--- config.mk ---
export PLATFORM = sky130hd
export DESIGN_NAME = uart_cmd_assembler
export DESIGN_NICKNAME = d
export VERILOG_FILES = /design/src/rtl/uart_cmd_pkg.sv /design/src/rtl/uart_cmd_timer.sv /design/src/rtl/uart_cmd_assembler.sv
export SDC_FILE = /design/constraint.sdc
export NUM_CORES = 1
export LEC_CHECK = 0
export BUFFER_PORTS_ARGS = -buffer_cell sky130_fd_sc_hd__buf_2
export CAP_MARGIN = 10
export CORE_ASPECT_RATIO = 0.75
export CORE_UTILIZATION = 55
export CTS_BUF_LIST = sky130_fd_sc_hd__clkbuf_2
export DETAILED_ROUTE_END_ITERATION = 7
export PLACE_DENSITY = 0.9
export SLEW_MARGIN = 25
export SYNTH_ARGS = -nofsm -noshare
export SYNTH_HDL_FRONTEND = slang
export SYNTH_SLANG_ARGS = --single-unit
export TNS_END_PERCENT = 20
--- constraint.sdc ---
create_clock -name clk -period 3.6 [get_ports clk]
set_clock_uncertainty 0.05 [all_clocks]
set_input_delay 0.72 -clock clk [delete_from_list [all_inputs] [get_ports clk]]
set_output_delay 0.72 -clock clk [all_outputs]
set_load 0.005 [all_outputs]
--- src/rtl/uart_cmd_pkg.sv ---
// Shared types and widths for the UART command assembler slice.
package uart_cmd_pkg;

    localparam int unsigned CMD_W  = 16;
    localparam int unsigned BYTE_W = 8;

    typedef enum logic {
        WAIT_HI,
        WAIT_LO
    } rx_state_t;

    typedef enum logic {
        TX_IDLE,
        TX_BUSY
    } tx_state_t;

endpackage

--- src/rtl/uart_cmd_timer.sv ---
// Inter-byte timeout counter; only built when CMD_TIMEOUT_EN is defined.
// o_terminal is a combinational pulse on the last enabled cycle of the window.
`ifdef CMD_TIMEOUT_EN
module uart_cmd_timer
    import uart_cmd_pkg::*;
#(
    parameter int unsigned TIMEOUT_CYCLES = 1000000
) (
    input  logic clk,
    input  logic rst_n,
    input  logic i_clear,
    input  logic i_enable,
    output logic o_terminal
);

    localparam int unsigned CNT_W = (TIMEOUT_CYCLES > 1) ? $clog2(TIMEOUT_CYCLES) : 1;
    localparam logic [CNT_W-1:0] LAST = CNT_W'(TIMEOUT_CYCLES - 1);

    logic [CNT_W-1:0] r_count;

    always_ff @(posedge clk or negedge rst_n) begin
        if (!rst_n) begin
            r_count <= '0;
        end else if (i_clear) begin
            r_count <= '0;
        end else if (i_enable) begin
            r_count <= (r_count == LAST) ? '0 : r_count + 1'b1;
        end
    end

    assign o_terminal = i_enable && (r_count == LAST);

endmodule
`endif

--- src/rtl/uart_cmd_assembler.sv ---
// Packs receiver bytes into 16-bit commands (high byte first) and sends one-byte
// responses to the transmitter. Optional inter-byte timeout: CMD_TIMEOUT_EN.
module uart_cmd_assembler
    import uart_cmd_pkg::*;
#(
    parameter int unsigned TIMEOUT_CYCLES = 1000000
) (
    input  logic              clk,
    input  logic              rst_n,
    input  logic              rx_rdy,
    input  logic [BYTE_W-1:0] rx_data,
    output logic              clr_rx_rdy,
    output logic [CMD_W-1:0]  cmd,
    output logic              cmd_rdy,
    input  logic              clr_cmd_rdy,
    output logic              overrun,
    input  logic [BYTE_W-1:0] resp,
    input  logic              send_resp,
    output logic [BYTE_W-1:0] tx_data,
    output logic              trmt,
    input  logic              tx_done,
    output logic              resp_busy,
    output logic              resp_sent,
    output logic              timeout
);

    if (TIMEOUT_CYCLES < 2) begin : g_bad_timeout
        $error("uart_cmd_assembler: TIMEOUT_CYCLES must be at least 2");
    end

    rx_state_t r_rx_state;
    rx_state_t w_rx_next;
    tx_state_t r_tx_state;
    tx_state_t w_tx_next;

    logic              w_hi_cap;
    logic              w_lo_cap;
    logic              w_tmo_fire;
    logic              w_tmr_terminal;
    logic              w_overrun_set;
    logic              w_tx_start;
    logic              w_tx_finish;

    logic [BYTE_W-1:0] r_hi_byte;
    logic [CMD_W-1:0]  r_cmd;
    logic              r_cmd_rdy;
    logic              r_pending;
    logic              r_overrun;
    logic              r_timeout;
    logic [BYTE_W-1:0] r_tx_data;
    logic              r_trmt;
    logic              r_resp_busy;
    logic              r_resp_sent;

`ifdef CMD_TIMEOUT_EN
    logic w_tmr_en;
    assign w_tmr_en = (r_rx_state == WAIT_LO) && !rx_rdy;

    uart_cmd_timer #(
        .TIMEOUT_CYCLES(TIMEOUT_CYCLES)
    ) u_timer (
        .clk       (clk),
        .rst_n     (rst_n),
        .i_clear   (w_hi_cap),
        .i_enable  (w_tmr_en),
        .o_terminal(w_tmr_terminal)
    );
`else
    assign w_tmr_terminal = 1'b0;
`endif

    // ---------------- Rx FSM ----------------
    always_ff @(posedge clk or negedge rst_n) begin
        if (!rst_n) r_rx_state <= WAIT_HI;
        else        r_rx_state <= w_rx_next;
    end

    always_comb begin
        w_rx_next = r_rx_state;
        case (r_rx_state)
            WAIT_HI: if (rx_rdy) w_rx_next = WAIT_LO;
            WAIT_LO: if (rx_rdy || w_tmr_terminal) w_rx_next = WAIT_HI;
            default: w_rx_next = WAIT_HI;
        endcase
    end

    always_comb begin
        w_hi_cap   = (r_rx_state == WAIT_HI) && rx_rdy;
        w_lo_cap   = (r_rx_state == WAIT_LO) && rx_rdy;
        w_tmo_fire = (r_rx_state == WAIT_LO) && !rx_rdy && w_tmr_terminal;
        clr_rx_rdy = w_hi_cap || w_lo_cap;
    end

    // cmd_rdy drops on every high-byte capture, so overrun is tracked against
    // r_pending: the previous command has not been acknowledged by the dispatcher.
    assign w_overrun_set = w_lo_cap && r_pending && !clr_cmd_rdy;

    always_ff @(posedge clk or negedge rst_n) begin
        if (!rst_n) begin
            r_hi_byte <= '0;
            r_cmd     <= '0;
            r_cmd_rdy <= 1'b0;
            r_pending <= 1'b0;
            r_overrun <= 1'b0;
            r_timeout <= 1'b0;
        end else begin
            r_timeout <= w_tmo_fire;
            if (w_hi_cap) r_hi_byte <= rx_data;
            if (w_lo_cap) r_cmd <= {r_hi_byte, rx_data};

            if (w_lo_cap)                       r_cmd_rdy <= 1'b1;
            else if (clr_cmd_rdy || w_hi_cap)   r_cmd_rdy <= 1'b0;

            if (w_lo_cap)         r_pending <= 1'b1;
            else if (clr_cmd_rdy) r_pending <= 1'b0;

            if (w_overrun_set)    r_overrun <= 1'b1;
            else if (clr_cmd_rdy) r_overrun <= 1'b0;
        end
    end

    // ---------------- Tx FSM ----------------
    always_ff @(posedge clk or negedge rst_n) begin
        if (!rst_n) r_tx_state <= TX_IDLE;
        else        r_tx_state <= w_tx_next;
    end

    always_comb begin
        w_tx_next = r_tx_state;
        case (r_tx_state)
            TX_IDLE: if (send_resp) w_tx_next = TX_BUSY;
            TX_BUSY: if (tx_done)   w_tx_next = TX_IDLE;
            default: w_tx_next = TX_IDLE;
        endcase
    end

    always_comb begin
        w_tx_start  = (r_tx_state == TX_IDLE) && send_resp;
        w_tx_finish = (r_tx_state == TX_BUSY) && tx_done;
    end

    always_ff @(posedge clk or negedge rst_n) begin
        if (!rst_n) begin
            r_tx_data   <= '0;
            r_trmt      <= 1'b0;
            r_resp_busy <= 1'b0;
            r_resp_sent <= 1'b0;
        end else begin
            r_trmt      <= w_tx_start;
            r_resp_sent <= w_tx_finish;
            if (w_tx_start) r_tx_data <= resp;

            if (w_tx_start)       r_resp_busy <= 1'b1;
            else if (w_tx_finish) r_resp_busy <= 1'b0;
        end
    end

    assign cmd       = r_cmd;
    assign cmd_rdy   = r_cmd_rdy;
    assign overrun   = r_overrun;
    assign timeout   = r_timeout;
    assign tx_data   = r_tx_data;
    assign trmt      = r_trmt;
    assign resp_busy = r_resp_busy;
    assign resp_sent = r_resp_sent;

endmodule

Yosys cells after proc, flatten, opt, wreduce, memory -nomap -nowiden --
Cells that the tools add are included.
Word-level totals: register bits 40, input bits 22, logic and storage cells 39
Cells by class: multiplexer cells 13, bitwise operators 2, reductions and logical operators 13
Operators by type and width (number):
- 1-bit 2-to-1 mux | 11
- 2-bit nonzero test | 4
- 1-bit logical AND | 6
- 1-bit case mux with 2 select lines | 2
- 1-bit logical OR | 2
- 1-bit NOT | 2
- 1-bit logical NOT | 1

Depth between registers and ports, before layout --
Gate-level depths: netlist (run 1).
depth after elaboration 5, gate-level depth with buffers 5, depth with buffers taken out 4

Least setup slack after synthesis (run 1) --
Ideal clock, no wire load.
path type input-to-output, start input port rx_rdy, end output port clr_rx_rdy, arrival 1358 ps, slack 1472 ps, stages 3, buffers on the path 1, path through ha_1 -> buf_2 -> or2_2
Between the ends: cells in the longest elaborated chain, start to end 2, elaborated cells on any way between the ends 3
RTL lines:
- start, declared | RTL line uart_cmd_assembler.sv:10 | input logic rx_rdy,
- 1-bit logical AND, on equally long branches | RTL line uart_cmd_assembler.sv:88, uart_cmd_assembler.sv:89
- 1-bit logical OR * | RTL line uart_cmd_assembler.sv:91 | clr_rx_rdy = w_hi_cap || w_lo_cap;
- end, declared | RTL line uart_cmd_assembler.sv:12 | output logic clr_rx_rdy,
Every way passes the cells marked *; elsewhere a longest branch is shown, timed or not.

Final worst setup path (run 1) --
start register r_rx_state, end output port clr_rx_rdy
Between the ends: cells in the longest elaborated chain, start to end 3, elaborated cells on any way between the ends 4
RTL lines:
- start, declared | RTL line uart_cmd_assembler.sv:31 | rx_state_t r_rx_state;
- start signal, assigned | RTL line uart_cmd_assembler.sv:75 | else r_rx_state <= w_rx_next;
- 1-bit NOT | RTL line uart_cmd_assembler.sv:88 | w_hi_cap = (r_rx_state == WAIT_HI) && rx_rdy;
- 1-bit logical AND | RTL line uart_cmd_assembler.sv:88
- via w_hi_cap | RTL line uart_cmd_assembler.sv:36 | logic w_hi_cap;
- 1-bit logical OR | RTL line uart_cmd_assembler.sv:91
The timed path passes the listed nets, and every way through them passes these cells.

==> results of run 1 <==
## power breakdown
group	internal, mW	switching (mW)
registers	0.632	0.0936
clock network	0.0436	0.138
logic	0.281	0.171
## per-layer routing
layer | track usage | routed length, um | vias up
li1 | - | - | 433
met1 | 0.220 | 1120 | 453
met2 | 0.361 | 1390 | 23
met3 | 0.0929 | 121 | 4
met4 | 0.0977 | 31 | 0
met5 | 0 | 0 | -
## registers in the layout (all words and copies together), names as in the netlist
signal      flops
trmt            1
r_hi_byte       8
overrun         1
resp_sent       1
cmd            16
r_rx_state      1
resp_busy       1
r_tx_state      1
cmd_rdy         1
tx_data         8
r_pending       1
## cells in the mapped netlist
cell / n
and2_1: 1
nor2_1: 5
buf_4: 1
mux2_4: 8
buf_2: 3
nor2b_2: 1
or2_2: 1
buf_6: 1
a21oi_1: 1
inv_1: 4
dfrtp_1: 40
ha_1: 2
o22ai_1: 1
a21o_1: 2
conb_1: 1
mux2_2: 24
## cell type report
cell class / instances / area [sq um]
multi-input combinational: 47 / 485
tap: 36 / 45.0
sequential: 40 / 1000
clock inverter: 3 / 13.8
fill: 188 / 774
inverter: 4 / 15.0
clock buffer: 5 / 25.0
timing repair buffer: 52 / 263
## cell families after synthesis
family / Yosys count
buffers and inverters: 9
DFF: 40
other: 1
AOI/OAI and AO/OA: 4
and+or+nand+nor: 8
muxes: 32
adders and majority gates: 2
## per-stage QoR
step / hold WS, ns / std cells / cell area, sq um
after global placement: 0.412 / 179 / 1810
final: 0.344 / 187 / 1850
after detailed placement: 0.422 / 179 / 1810
after global routing: 0.372 / 187 / 1850
after floorplan: 0.374 / 96 / 1540
after CTS: 0.353 / 187 / 1850
## worst register-to-register path, stage by stage, from the launching register on
cell	delay, ns
dfrtp_1	0.44
inv_1	0.07
ha_1	0.41
mux2_2	0.39
## worst max path at each step
stage,cells after the start,end,start
after floorplan,3,clr_rx_rdy,rx_rdy
after global placement,4,clr_rx_rdy,rx_rdy
after detailed placement,4,clr_rx_rdy,rx_rdy
after CTS,4,clr_rx_rdy,r_rx_state
after global routing,4,clr_rx_rdy,r_rx_state
final,4,clr_rx_rdy,r_rx_state
## placed cells by master, fill, tap and decap left out
cell type and count:
mux2_4 8, ha_1 2, buf_4 1, inv_1 4, dfrtp_1 40, and2_1 1, or2_2 1, a21oi_1 1
buf_2 51, conb_1 1, mux2_2 24, o22ai_1 1, nor2_1 5, clkbuf_2 5, a21o_1 2, nor2b_2 1
clkinv_1 1, clkinv_2 2
==> flow_summary.yaml, run 1 <==
cts:
  cts_setup_buffers: 0
  clock_latency_ns: 0.39
  h-tree-depth: 2
  hold_buffers: 0
  cts_tree: "done"
  cts.sinks: 40
  root_buffer: "clkbuf_2"
  cts_resized: 0
  clkTransAtPathRegs_ns: 0.19
  cts_buffers: 5
  clock_path_buffers: 2
yosys:
  synth_top_area_share: 0.652
  yosys_warnings: 0
  muxShareOfSynthArea: 0.254
  synth_top_family_by_area: "multiplexers"
  synth-compound-area-share: 0.0171
  netlist_instances: 96
  synth_cell_types: 16
  synthAdderAreaFrac: 0.0163
  netlist_area_sq_um: 1540
  synth_seq_area_share: 0.652
  synthXorXnorAreaFrac: 0
  ys_seq_elements: 40
  synthSimpleGateAreaFrac: 0.0261
  avgSynthCellArea_sq_um: 16.0
  synth.largest_area_cell: "dfrtp_1"
  synth_nets: 120
  synthTopCellsByArea: "dfrtp_1 (65%), mux2_2 (18%), mux2_4 (7.8%), ha_1 (1.6%), nor2_1 (1.2%)"
sta:
  setup_slack_ns: 1.18
  finalCriticalPeriod_ns: 2.42
  worst_pin_slew_ns: 0.829
  slew_violations: 0
  rsz0062_at_grt: "false"
  setup_tns_ns: 0
  period_share: 0.671
  hold_viol: 0
  max_freq_mhz: 414
  relSlewSlack: 0.448
  final-setup-viol-count: 0
setup_path:
  ff2ff_setup_slack_ns: 2.14
  reg2reg_depth: 3
  r2r-start: "r_rx_state"
  path_class: "flop to primary output"
  crit_family: "flip-flops"
  end_kind: "primary output"
  required_ns: 2.83
  cp-start-kind: "flop"
  critPathMaxFanout: 10
  crit_buf_inv: 2
  worst_ep_arrival_time_ns: 1.65
  r2r_end: "r_hi_byte[6]"
  crit_chain: "inv_1 -> ha_1 -> or2_2 -> buf_2"
  crit_path_max_incr_delay_ns: 0.41
  slowest_stage: "dfrtp_1"
placement:
  hpwl_mm: 1.92
  gp_congestion: 0.584
  numPortBuffers: 51
  dp_slack_ns: 1.19
global_route:
  first_global_vias: 957
  grt_overflow_total: 0
  grt_pass1_wl_mm: 4.26
  grt.total_usage: 0.204
  antenna_found_initial: 0
  grt_max_degree: 41
routing:
  vias: 913
  drtAntennaViolNets: 0
  drc: 0
  wl_per_cell_um: 14.2
  first_iter_violations: 34
  routed_wl_mm: 2.66
  viasPerCell: 4.88
  dr.pass1.iters: 2
outcome:
  status: "completed"
floorplan:
  start_util: 0.585
  die_h_um: 47.8
  core_area_sq_um: 2620
  die_w_um: 63.0
  fp-row-count: 16
  die-area_sq_um: 3010
  top_level_ports: 53
pwr:
  p_leak_nw: 0.943
  vdd_drop_max_uv: 457
  power.density_nw_per_um2: 735
  fin_total_pwr_mw: 1.36
final_layout:
  fin_util: 0.705
  area_growth_pct: 20.4
  final_nets: 174
  drive_gt1_frac: 0.616
  insertedDiodeCount: 0
job:
  maxCapViolCount: 0
worst_hold_path:
  hp-class: "input port to asynchronous set/reset pin"
Power figures use the tool's default switching activity.
==> run 2, diff against run 1 <==
--- a/config.mk
+++ b/config.mk
@@ -8,10 +8,10 @@
 export BUFFER_PORTS_ARGS = -buffer_cell sky130_fd_sc_hd__buf_2
 export CAP_MARGIN = 10
 export CORE_ASPECT_RATIO = 0.75
-export CORE_UTILIZATION = 55
+export CORE_UTILIZATION = 51
 export CTS_BUF_LIST = sky130_fd_sc_hd__clkbuf_2
 export DETAILED_ROUTE_END_ITERATION = 7
-export PLACE_DENSITY = 0.9
+export PLACE_DENSITY = 0.84
 export SLEW_MARGIN = 25
 export SYNTH_ARGS = -nofsm -noshare
 export SYNTH_HDL_FRONTEND = slang
==> constraint.sdc (replaced) <==
create_clock -name clk -period 2.3 [get_ports clk]
set_clock_uncertainty 0.05 [all_clocks]
set_input_delay 0.46 -clock clk [delete_from_list [all_inputs] [get_ports clk]]
set_output_delay 0.46 -clock clk [all_outputs]
set_load 0.005 [all_outputs]
==> flow_summary.yaml, run 2 (synthesized netlist as in run 1, its figures left out) <==
outcome:
  status: "completed"
cts:
  cts_buffers: 5
  cts.sinks: 40
  h-tree-depth: 2
  hold_buffers: 0
  cts_resized: 0
  clock_path_buffers: 2
  clock_latency_ns: 0.38
  cts_setup_buffers: 0
  cts_tree: "done"
  clkTransAtPathRegs_ns: 0.18
  root_buffer: "clkbuf_2"
global_route:
  grt.total_usage: 0.191
  grt_max_degree: 41
  grt_pass1_wl_mm: 4.37
  first_global_vias: 923
  grt_overflow_total: 0
  antenna_found_initial: 0
setup_path:
  end_kind: "primary output"
  cp-start-kind: "flop"
  worst_ep_arrival_time_ns: 1.42
  path_class: "flop to primary output"
  crit_path_max_incr_delay_ns: 0.38
  critPathMaxFanout: 2
  required_ns: 1.79
  crit_chain: "inv_1 -> ha_1 -> or2_2 -> buf_2"
  slowest_stage: "dfrtp_1"
routing:
  vias: 945
  routed_wl_mm: 2.57
  dr.pass1.iters: 4
  wl_per_cell_um: 13.7
  first_iter_violations: 39
  viasPerCell: 5.03
  drtAntennaViolNets: 0
  drc: 0
sta:
  relSlewSlack: 0.445
  max_freq_mhz: 519
  finalCriticalPeriod_ns: 1.93
  worst_pin_slew_ns: 0.832
  hold_ws_ns: 0.0943
  setup_tns_ns: 0
  period_share: 0.838
  slew_violations: 0
  final-setup-viol-count: 0
  rsz0062_at_grt: "false"
  hold_viol: 0
floorplan:
  start_util: 0.564
  core_area_sq_um: 2720
  fp-row-count: 16
  die_h_um: 49.5
  die-area_sq_um: 3240
  die_w_um: 65.4
  top_level_ports: 53
pwr:
  fin_total_pwr_mw: 2.13
  vdd_drop_max_uv: 637
  p_leak_nw: 0.949
  power.density_nw_per_um2: 1150
final_layout:
  final_common_cell: "buf_2"
  layout_common_cells: "buf_2 (51), dfrtp_1 (40), mux2_2 (24), mux2_4 (8), clkbuf_2 (7)"
  insertedDiodeCount: 0
  drive_gt1_frac: 0.618
  final_nets: 175
  area_growth_pct: 20.9
  stdcell_area_sq_um: 1860
  largest_reg_flops: 16
job:
  maxCapViolCount: 0
placement:
  numPortBuffers: 51
  hpwl_mm: 1.85
  gp_congestion: 0.702
  placed_area_sq_um: 1820
worst_hold_path:
  hp-class: "input port to asynchronous set/reset pin"
==> run 2: cell count changes in the layout (fill, tap and decap cells not counted) <==
cell,previous run,this run
clkbuf_2,5,7
buf_4,1,2
clkinv_2,2,0
==> run 2: per-stage QoR <==
stage,cells,util,worst slack (ns)
final,188,0.682,0.372
after global routing,188,0.682,0.275
after CTS,188,0.682,0.336
after detailed placement,180,0.667,0.581
after global placement,180,0.667,0.597
after floorplan,96,-,0.692
==> run 2: layout make-up <==
| type | instances | area (sq um) |
|---|---|---|
| Sequential cell | 40 | 1000 |
| Fill cell | 208 | 867 |
| Multi-Input combinational cell | 47 | 485 |
| Timing Repair Buffer | 53 | 270 |
| Tap cell | 36 | 45.0 |
| Clock buffer | 7 | 35.0 |
| Inverter | 4 | 15.0 |
| Clock inverter | 1 | 3.75 |
==> run 2: report_power, final <==
group,internal [mW],switching (mW)
Clock,0.0814,0.208
Combinational,0.445,0.268
Sequential,0.989,0.140
==> run 2: critical path: cells and delay by family, from the launching register on <==
family,cells,cell delay (ns)
DFF,1,0.38
and+or+nand+nor,1,0.29
buffers and inverters,2,0.17
adders and majority gates,1,0.19
==> run 2: worst paths after layout <==
path / from / end / slack [ns] / cells past startpoint
setup / recovery: r_rx_state / clr_rx_rdy / 0.37 / 4
hold / removal: rst_n / cmd[8] / 0.09 / 1
setup reg to reg: r_tx_state / tx_data[7] / 0.86 / 2
hold reg to reg: cmd_rdy / cmd_rdy / 0.45 / 1
max in group asynchronous: rst_n / overrun / 1.57 / 1
min in group clk: clr_cmd_rdy / overrun / 0.20 / 2
==> run 2: metal layers <==
metal / global-route usage / share of wire / vias up
li1: - / - / 434
met1: 0.233 / 0.43 / 477
met2: 0.299 / 0.50 / 27
met3: 0.0648 / 0.052 / 7
met4: 0.101 / 0.018 / 0
met5: 0 / 0 / -
==> run 3, diff against run 2 <==
--- a/config.mk
+++ b/config.mk
@@ -8,10 +8,10 @@
 export BUFFER_PORTS_ARGS = -buffer_cell sky130_fd_sc_hd__buf_2
 export CAP_MARGIN = 10
 export CORE_ASPECT_RATIO = 0.75
-export CORE_UTILIZATION = 51
+export CORE_UTILIZATION = 46
 export CTS_BUF_LIST = sky130_fd_sc_hd__clkbuf_2
 export DETAILED_ROUTE_END_ITERATION = 7
-export PLACE_DENSITY = 0.84
+export PLACE_DENSITY = 0.8
 export SLEW_MARGIN = 25
 export SYNTH_ARGS = -nofsm -noshare
 export SYNTH_HDL_FRONTEND = slang
==> constraint.sdc (replaced) <==
create_clock -name clk -period 1.75 [get_ports clk]
set_clock_uncertainty 0.05 [all_clocks]
set_input_delay 0.35 -clock clk [delete_from_list [all_inputs] [get_ports clk]]
set_output_delay 0.35 -clock clk [all_outputs]
set_load 0.005 [all_outputs]
==> flow_summary.yaml, run 3 (synthesized netlist as in run 1, its figures left out) <==
final_layout:
  final_common_cell: "buf_2"
  largest_reg_flops: 16
  final_nets: 178
  area_growth_pct: 23.7
  insertedDiodeCount: 0
  multi_input_area_sq_um: 493
  layout_common_cells: "buf_2 (50), dfrtp_1 (40), mux2_2 (24), mux2_4 (8), clkbuf_2 (6)"
  final_cells: 193
  regArea_sq_um: 1000
  drive_gt1_frac: 0.632
  fill_cells: 258
cts:
  root_buffer: "clkbuf_2"
  h-tree-depth: 2
  clock_latency_ns: 0.38
  cts_buffers: 5
  cts.sinks: 40
  cts_tree: "done"
  clock_path_buffers: 2
  clkTransAtPathRegs_ns: 0.18
setup_path:
  end_kind: "primary output"
  reg2reg_depth: 2
  required_ns: 1.35
  cp-start-kind: "flop"
  ff2ff_setup_slack_ns: 0.28
  slowest_stage: "dfrtp_1"
  path_class: "flop to primary output"
  critPathLaunch: "r_rx_state"
  r2r_end: "tx_data[7]"
  crit_path_max_incr_delay_ns: 0.42
  crit_chain: "ha_2 -> or2_4 -> buf_6"
  r2r-start: "r_tx_state"
  worst_ep_arrival_time_ns: 1.34
  critPathMaxFanout: 3
floorplan:
  fp-row-count: 17
  die_h_um: 52.0
  die_w_um: 68.7
  start_util: 0.501
  core_area_sq_um: 3060
  die-area_sq_um: 3570
  top_level_ports: 53
sta:
  max_freq_mhz: 574
  final-setup-viol-count: 0
  finalCriticalPeriod_ns: 1.74
  hold_viol: 0
  worst_pin_slew_ns: 0.592
  period_share: 0.996
  rsz0062_at_grt: "true"
  hold_ws_ns: 0.0789
  relSlewSlack: 0.603
  slew_violations: 0
worst_hold_path:
  hold_depth: 2
  min_from: "clr_cmd_rdy"
  hold_end: "overrun"
  hp-class: "input port to flop"
routing:
  drtAntennaViolNets: 0
  routed_wl_mm: 2.67
  wl_per_cell_um: 13.8
  dr.pass1.iters: 4
  vias: 942
  viasPerCell: 4.88
  drc: 0
  first_iter_violations: 46
outcome:
  status: "completed"
global_route:
  grt_overflow_total: 0
  grt_max_degree: 41
  grt_pass1_wl_mm: 4.33
  grt.total_usage: 0.175
  first_global_vias: 924
  antenna_found_initial: 0
pwr:
  vdd_drop_max_uv: 970
  power.density_nw_per_um2: 1500
  fin_total_pwr_mw: 2.85
  p_leak_nw: 0.958
placement:
  numPortBuffers: 51
  hpwl_mm: 1.97
  gp_congestion: 0.658
  placed_cells: 184
job:
  maxCapViolCount: 0
[run 3: where the power goes]
part / switching [mW] / total, mW / leakage [nW] / internal, mW
registers: 0.187 / 1.49 / 0.474 / 1.30
logic: 0.359 / 0.975 / 0.457 / 0.616
clock network: 0.287 / 0.387 / 0.0266 / 0.0999
[run 3: layer usage]
metal	global-route usage	vias up	part of all wire
met5	0	-	0
met4	0.0918	0	0.023
met3	0.0504	4	0.047
met2	0.279	23	0.52
met1	0.216	477	0.41
li1	-	438	-
[run 3: worst max path at each step]
stage                      end  slack, ns  cells past startpoint
floorplan           clr_rx_rdy       0.36                      3
global placement    clr_rx_rdy       0.25                      4
detailed placement  clr_rx_rdy       0.26                      4
CTS                 clr_rx_rdy      -0.01                      4
global route        clr_rx_rdy      -0.06                      3
finish              clr_rx_rdy      0.007                      3
[run 3: through the flow]
step	setup slack [ns]	TNS (ns)	cell area (sq um)	utilization
5_1_grt	-0.0572	-0.0572	1900	0.620
3_3_place_gp	0.252	0	1830	0.599
6_report	0.00723	0	1900	0.620
4_1_cts	-0.00993	-0.00993	1900	0.620
2_1_floorplan	0.362	0	1540	-
3_5_place_dp	0.255	0	1830	0.599
[run 3: repair_timing]
action                                  in CTS  in global routing
buffers inserted                             0                  0
hold buffers                                 1                  0
resized for setup                            4                  0
endpoints found under the hold margin       40                  0
endpoints found under the setup margin       1                  1
pin swaps                                    0                  1
[run 3: cell type report]
type,count,share of cell area
clock buffer,6,0.0158
clock inverter,2,0.00593
inverter,4,0.00791
multi-input combinational,47,0.260
sequential,40,0.527
tap,38,0.0250
timing repair buffer,56,0.159
[run 3: worst max-delay path, delay by kind of cell (launching register included)]
kind / cells / cell delay, ns
DFF: 1 / 0.42
and+or+nand+nor: 1 / 0.25
adders and majority gates: 1 / 0.19
buffers and inverters: 1 / 0.12
